===== config.mk =====
export PLATFORM = sky130hd
export DESIGN_NAME = pll_reset_sequencer
export DESIGN_NICKNAME = d
export VERILOG_FILES = /design/src/rtl/pll_reset_sequencer.sv
export SDC_FILE = /design/constraint.sdc
export NUM_CORES = 1
export LEC_CHECK = 0
export ABC_AREA = 0
export CELL_PAD_IN_SITES_DETAIL_PLACEMENT = 0
export CELL_PAD_IN_SITES_GLOBAL_PLACEMENT = 1
export CORE_UTILIZATION = 45
export DETAILED_ROUTE_END_ITERATION = 12
export GPL_ROUTABILITY_DRIVEN = 0
export GPL_TIMING_DRIVEN = 0
export PLACE_DENSITY_LB_ADDON = 0.2
export SLEW_MARGIN = 5
export SYNTH_ARGS = -nofsm -noshare
export SYNTH_HDL_FRONTEND = slang
export SYNTH_SLANG_ARGS = --single-unit

===== constraint.sdc =====
create_clock -name clock -period 4.2 [get_ports clock]
set_input_delay 0.84 -clock clock [delete_from_list [all_inputs] [get_ports clock]]
set_output_delay 0.84 -clock clock [all_outputs]
set_load 0.005 [all_outputs]

===== src/rtl/pll_reset_sequencer.sv =====
// Qualifies PLL lock, waits a stability window, then releases staged active-low resets one gap apart.
// All outputs registered; lock loss or a software request re-asserts every reset on the sampling edge.
module pll_reset_sequencer #(
  parameter int STABLE_CYCLES = 1024,
  parameter int STAGE_GAP     = 16,
  parameter int NUM_STAGES    = 3,
  parameter int SYNC_STAGES   = 2,
  parameter int SWRST_CYCLES  = 64
) (
  input  logic                  clock,
  input  logic                  reset_n,
  input  logic                  pll_lock,
  input  logic                  sw_reset_req,
  output logic [NUM_STAGES-1:0] rst_out_n,
  output logic                  ready,
  output logic [2:0]            state,
  output logic [7:0]            lock_lost_count
);

  typedef enum logic [2:0] {
    WAIT_LOCK = 3'd0,
    STABILIZE = 3'd1,
    RELEASE   = 3'd2,
    RUN       = 3'd3,
    HOLD      = 3'd4
  } state_t;

  localparam int CNT_MAX = (STABLE_CYCLES > SWRST_CYCLES) ? STABLE_CYCLES : SWRST_CYCLES;
  localparam int CNT_W   = $clog2(CNT_MAX);
  localparam int GAP_W   = $clog2(STAGE_GAP + 1);
  localparam logic [CNT_W-1:0] STABLE_LAST = CNT_W'(STABLE_CYCLES - 1);
  localparam logic [CNT_W-1:0] SWRST_LAST  = CNT_W'(SWRST_CYCLES - 1);
  localparam logic [GAP_W-1:0] GAP_LAST    = GAP_W'(STAGE_GAP - 1);
  localparam logic [2:0]       LAST_IDX    = 3'(NUM_STAGES - 1);

  state_t                 st;
  logic [SYNC_STAGES-1:0] sync_q;
  logic                   lock_s;
  logic [CNT_W-1:0]       cnt;
  logic [GAP_W-1:0]       gap_cnt;
  logic [2:0]             stage_idx;
  logic                   locked_phase;

  assign lock_s       = sync_q[SYNC_STAGES-1];
  assign state        = st;
  assign locked_phase = (st == RELEASE) || (st == RUN) || (st == HOLD);

  always_ff @(posedge clock) begin
    if (!reset_n) begin
      sync_q          <= '0;
      st              <= WAIT_LOCK;
      rst_out_n       <= '0;
      ready           <= 1'b0;
      lock_lost_count <= '0;
      cnt             <= '0;
      gap_cnt         <= '0;
      stage_idx       <= '0;
    end else begin
      sync_q <= {sync_q[SYNC_STAGES-2:0], pll_lock};
      if (locked_phase && !lock_s) begin
        st        <= WAIT_LOCK;
        rst_out_n <= '0;
        ready     <= 1'b0;
        if (lock_lost_count != 8'hFF) lock_lost_count <= lock_lost_count + 8'd1;
      end else if (sw_reset_req && ((st == RELEASE) || (st == RUN))) begin
        st        <= HOLD;
        rst_out_n <= '0;
        ready     <= 1'b0;
        cnt       <= '0;
      end else begin
        case (st)
          WAIT_LOCK: begin
            rst_out_n <= '0;
            ready     <= 1'b0;
            if (lock_s) begin
              st  <= STABILIZE;
              cnt <= '0;
            end
          end
          STABILIZE: begin
            if (!lock_s) begin
              st <= WAIT_LOCK;
            end else if (cnt == STABLE_LAST) begin
              st        <= RELEASE;
              stage_idx <= '0;
              gap_cnt   <= GAP_LAST;
            end else begin
              cnt <= cnt + CNT_W'(1);
            end
          end
          // gap_cnt is preloaded to its terminal value so the first RELEASE edge frees stage 0.
          RELEASE: begin
            if (gap_cnt == GAP_LAST) begin
              rst_out_n <= rst_out_n | (NUM_STAGES'(1) << stage_idx);
              gap_cnt   <= '0;
              if (stage_idx == LAST_IDX) begin
                st    <= RUN;
                ready <= 1'b1;
              end else begin
                stage_idx <= stage_idx + 3'd1;
              end
            end else begin
              gap_cnt <= gap_cnt + GAP_W'(1);
            end
          end
          RUN: begin
            ready <= 1'b1;
          end
          HOLD: begin
            if (cnt == SWRST_LAST) begin
              if (!sw_reset_req) begin
                st        <= RELEASE;
                stage_idx <= '0;
                gap_cnt   <= GAP_LAST;
              end
            end else begin
              cnt <= cnt + CNT_W'(1);
            end
          end
          default: begin
            st        <= WAIT_LOCK;
            rst_out_n <= '0;
            ready     <= 1'b0;
          end
        endcase
      end
    end
  end

endmodule


# --- After elaboration in Yosys (flattened, before gate mapping) ---
# Index checks and enable logic that the tools add are counted.
word_totals:
  ram_bits: 0
  latch_bits: 0
  out_inout_bits: 15
  n_memories: 0
  word_cells: 102
  mem_bits_ro: 0
  reg_bits: 35
op_classes:
  n_eq_ne: 28
  shift: 1
  n_div: 0
  addsub: 4
  n_mux: 33
  bitwise: 7
  n_lt_le_gt_ge: 0
  n_reduce_logical: 20
  n_mul: 0
ops:
  columns: ["cell", "n"]
  rows:
  - ["two-way mux 10 bit", 5]
  - ["two-way mux 3 bit", 15]
  - ["one-hot mux 10 bit (3 select lines)", 1]
  - ["two-way mux 5 bit", 5]
  - ["AND reduction 7 bit", 3]
  - ["!= test 3 bit (second input constant)", 5]
  - ["one-hot mux 3 bit (5 select lines)", 1]
  - ["one-hot mux 5 bit (3 select lines)", 1]
  - ["adder 10 x 1 -> 10 bit (second input constant)", 1]
  - ["equality test 10 bit (second input constant)", 1]
  - ["equality test 10 x 6 -> 1 bit (second input constant)", 1]
  - ["!= test 2 bit (second input constant)", 5]
  - ["equality test 3 x 2 -> 1 bit (second input constant)", 3]
  - ["!= test 3 x 1 -> 1 bit (second input constant)", 3]
  - ["one-hot mux 3 bit (3 select lines)", 1]
  - ["AND reduction 9 bit", 1]
  - ["adder 8 x 1 -> 8 bit (second input constant)", 1]
  - ["!= test 2 x 1 -> 1 bit (second input constant)", 4]
  - ["!= test 8 bit (second input constant)", 1]
  - ["NOT 1 bit", 6]
  - ["one-hot mux 3 bit (2 select lines)", 1]
  - ["AND reduction 6 bit", 1]
  - ["OR reduction 3 bit", 2]
  - ["adder 5 x 1 -> 5 bit (second input constant)", 1]
  - ["19 further kinds", 24]

# --- Depth between registers and ports, before layout ---
depth:
  word_depth: 6
  depth_mapped: 7
  depth_no_buf: 7

# --- Worst setup path before layout ---
# No wires, ideal clock.
synth_timing:
  path_type: "input to register"
  from: "input port sw_reset_req"
  to: "register stage_idx[1]"
  path_buffers: 1
  setup_slack_ns: 2.210
  setup_ns: 0.116
  arrival_time_ns: 1.874
  path_stages: 6
  path_cell_list: "and4b_1 > nand4_4 > a22oi_2 > buf_6 > nand2_1 > a31o_1"
synth_between:
  elab_chain_len: 3
synth_rtl:
  columns: ["element", "line_no", "rtl"]
  rows:
  - ["from (decl)", "13", "input logic sw_reset_req,"]
  - ["parallel branches: the longest is 2 deep, another holds != test 2 bit", null, null]
  - ["AND reduction 9 bit (no line) *", null, null]
  - ["to (signal assigned)", "100", "stage_idx <= stage_idx + 3'd1;"]
  - ["to (decl)", "41", "logic [2:0] stage_idx;"]
# Every way passes the cells marked *.
# A chain may end at the register's enable or synchronous reset.

# --- Worst setup path in the final report ---
# Same ends and word-level chain as after synthesis.

==> out/summary.log <==
INFO  route          post_drt_via_cell_ratio=5.799
INFO  placed_design  detailed_place.area=2340squm
INFO  critical_path  cp-start-kind=input port
INFO  route          routedWlPerCell=15.11um
INFO  grt            overflow=0
INFO  clocking       clock_tree.root_cell=sky130_fd_sc_hd__clkbuf_8
INFO  placed_design  port-buffer-count=18
INFO  layout         final-instance-count-excl-fill=309
INFO  synth          most_instantiated_flip_flop_cell_in_the_synthesis_netlist=sky130_fd_sc_hd__dfxtp_1
INFO  placed_design  dp_hpwl=3378um
INFO  floorplan      placeableCoreArea=4414squm
INFO  clocking       clk_path_buf_depth=2
INFO  clocking       cts_setup_buffers=0
INFO  synth          synth_area_per_cell=9.067squm
INFO  timing         fin_skew=6.458ps
INFO  clocking       clock_latency=290ps
INFO  layout         fill_cells=422
INFO  timing         final_count_of_hold_timing_violations=0
INFO  layout         final_layout_size_suffix_gt1_share=13.23%
INFO  layout         layout_common_cells=sky130_fd_sc_hd__dfxtp_1 (35), sky130_fd_sc_hd__nor2_1 (21), sky130_fd_sc_hd__nand2_1 (18), sky130_fd_sc_hd__clkdlybuf4s50_1 (18), sky130_fd_sc_hd__a21oi_1 (13)
INFO  clocking       cts.htree.levels=2
INFO  synth          synth.yosys.seq_area_share=33.45%
INFO  layout         finish.instance_area=2457squm
INFO  synth          synthCells=231
INFO  layout         multiInputGateArea=1295squm
INFO  route          drt-initial-drc-count=82
INFO  timing         fmax=0.4064GHz
INFO  timing         fin_setup_tns=0ps
INFO  power          power_density_cells=466.1nW/um^2
INFO  clocking       cts.sink_count=35
INFO  grt            antenna_found_initial=0
INFO  layout         final_nets=267
INFO  synth          synth_area=2095squm
INFO  clocking       cts_tree=built
INFO  critical_path  regToRegEndpoint=stage_idx[1]$_SDFFE_PN0P_
INFO  timing         finalCritPeriodShare=58.59%
INFO  clocking       ctsHoldBuffers=0
INFO  clocking       cts_inserted_buffers=5
INFO  synth          ys_warn_count=0
INFO  synth          synth_area_leaders=sky130_fd_sc_hd__dfxtp_1 (33%), sky130_fd_sc_hd__ha_1 (4.2%), sky130_fd_sc_hd__nor2_1 (3.8%)
INFO  route          num_vias=1792
INFO  floorplan      floorplan.die.width=70.23um
INFO  floorplan      row_count=24
INFO  layout         final_common_cell=sky130_fd_sc_hd__dfxtp_1
INFO  placed_design  placed_cells_incl_taps=301
INFO  timing         setup_viol_count_final=0
INFO  grt            grt_usage=20.39%
INFO  floorplan      ioPinCount=19
INFO  synth          post-synth-top-area-fraction=33.45%
INFO  power          power.total=1145uW
INFO  synth          synth-async-reset-ratio=0%
INFO  route          detail_route.wirelength=4670um
INFO  critical_path  critical_path_arrival=2650ps
INFO  route          drc_errors=0
INFO  critical_path  reg2regPathDepth=7
INFO  synth          synth.distinct_cells=65
INFO  power          vdd.ir_drop.worst=0.0002380V
INFO  timing         slew_viol_final=0
INFO  layout         layout.area.seq=700.7squm
INFO  floorplan      die_h=70.23um
INFO  critical_path  cp-endpoint=stage_idx[1]$_SDFFE_PN0P_
INFO  critical_path  regToRegStartpoint=cnt[0]$_SDFFE_PN0P_
INFO  hold_path      hold_class=reg2reg
INFO  clocking       clkSlewWorstSetupHoldPaths=70ps
INFO  critical_path  reg2reg_setup_slack=2120ps
INFO  grt            largest_net_degree_at_the_start_of_global_routing=12
INFO  critical_path  cp.required=4390ps
INFO  flow_run       timing.max_cap.violations=0
INFO  floorplan      initial_core_util=47.45%
INFO  synth          yosys_register_bits=35
INFO  timing         rsz0062_at_grt=no
INFO  critical_path  worstSetupStartpoint=sw_reset_req
INFO  synth          synth_top_cell_by_area=sky130_fd_sc_hd__dfxtp_1
INFO  synth          synth-edff-count=0
INFO  critical_path  crit_type=in2reg
INFO  route          drt-pass1-iter-count=4
INFO  timing         timing_worst_slew_pin_value=589.2ps
INFO  grt            first_global_vias=1721
INFO  route          route.antenna.remaining_nets=0
INFO  clocking       ctsResizeCount=0
INFO  power          static-leakage-power=0.0008777uW
INFO  synth          synth_fp_nets=242
INFO  timing         finalWorstPathRequiredPeriod=2461ps
INFO  layout         diodes=0
INFO  outcome        run_status=finished, final reports clean
INFO  timing         maxSlewHeadroom=60.39%
INFO  layout         area_growth_from_synthesis_to_layout=17.32%
INFO  critical_path  highest_net_fanout_along_the_worst_path=10
INFO  grt            grt_first_pass_wirelength=8079um
INFO  critical_path  critical_path.endpoint_type=flip-flop
INFO  floorplan      dieArea=4932squm
-- routing by layer --
layer	global-route usage, %	wire length (um)	vias to the layer above
li1	-	-	910
met1	27.01	2329	843
met2	32.28	2125	33
met3	4.473	151	6
met4	7.556	63	0
met5	0	0	-
-- report_power, final --
part / internal [uW] / switching (uW)
sequential: 364 / 35.3
combinational: 192 / 236
clock: 192 / 126
total: 748 / 398
-- cell usage after synthesis, types with 4 or more instances --
| library cell | n |
|---|---|
| sky130_fd_sc_hd__dfxtp_1 | 35 |
| sky130_fd_sc_hd__nor2_1 | 21 |
| sky130_fd_sc_hd__nand2_1 | 18 |
| sky130_fd_sc_hd__a21oi_1 | 13 |
| sky130_fd_sc_hd__nand3_1 | 11 |
| sky130_fd_sc_hd__o21ai_0 | 8 |
| sky130_fd_sc_hd__ha_1 | 7 |
| sky130_fd_sc_hd__inv_1 | 6 |
| sky130_fd_sc_hd__o221a_1 | 6 |
| sky130_fd_sc_hd__xor2_1 | 6 |
| sky130_fd_sc_hd__nand4_1 | 5 |
| sky130_fd_sc_hd__a22o_1 | 4 |
| sky130_fd_sc_hd__buf_2 | 4 |
| sky130_fd_sc_hd__o21ai_1 | 4 |
-- flip-flops by register name, summed over array words and instances, names as in the netlist --
| signal | cells |
|---|---|
| ready | 1 |
| gap_cnt | 5 |
| lock_lost_count | 8 |
| cnt | 10 |
| stage_idx | 3 |
| rst_out_n | 3 |
| sync_q | 2 |
| state | 3 |
-- kinds of logic after synthesis --
group                      synth area share [%]
AOI/OAI and AO/OA                         24.67
xor gates and xnor gates                  3.345
adders and majority gates                 4.181
buffers and inverters                     4.719
DFF                                       33.45
muxes                                    0.9558
and+or+nand+nor                           28.67
-- area by class of cell --
type                       count  share of cell area [%]
multi-input combinational    178                   52.70
sequential                    35                   28.51
timing repair buffer          18                   7.332
clock buffer                   6                   3.360
buffer                        11                   2.953
tap                           52                   2.648
clock inverter                 2                   1.426
inverter                       7                   1.069
-- through the flow --
stage | utilization, % | worst slack, ps | hold WS [ps]
2_1_floorplan | - | 2210 | 411.9
3_3_place_gp | 53.00 | 1429 | 415.6
3_5_place_dp | 53.00 | 1428 | 425.8
4_1_cts | 55.67 | 1740 | 443.8
5_1_grt | 55.67 | 1619 | 463.1
6_report | 55.67 | 1739 | 437.2
-- worst min-delay path by stage --
stage / start / end / cells past startpoint
after floorplan: sync_q[0]$_SDFF_PN0_ / sync_q[1]$_SDFF_PN0_ / 1
after global placement: sync_q[0]$_SDFF_PN0_ / sync_q[1]$_SDFF_PN0_ / 1
after detailed placement: sync_q[0]$_SDFF_PN0_ / sync_q[1]$_SDFF_PN0_ / 1
after CTS: sync_q[0]$_SDFF_PN0_ / sync_q[1]$_SDFF_PN0_ / 1
after global routing: sync_q[0]$_SDFF_PN0_ / sync_q[1]$_SDFF_PN0_ / 1
final: sync_q[0]$_SDFF_PN0_ / sync_q[1]$_SDFF_PN0_ / 1
-- worst max-delay path, stage by stage --
cell and delay (ps):
sky130_fd_sc_hd__clkdlybuf4s50_1 580, sky130_fd_sc_hd__and4b_1 380, sky130_fd_sc_hd__nand4_4 120, sky130_fd_sc_hd__a22oi_2 270, sky130_fd_sc_hd__buf_6 180, sky130_fd_sc_hd__nand2_1 60, sky130_fd_sc_hd__a31o_1 220
Note: power is estimated with default switching activity, not from simulation.
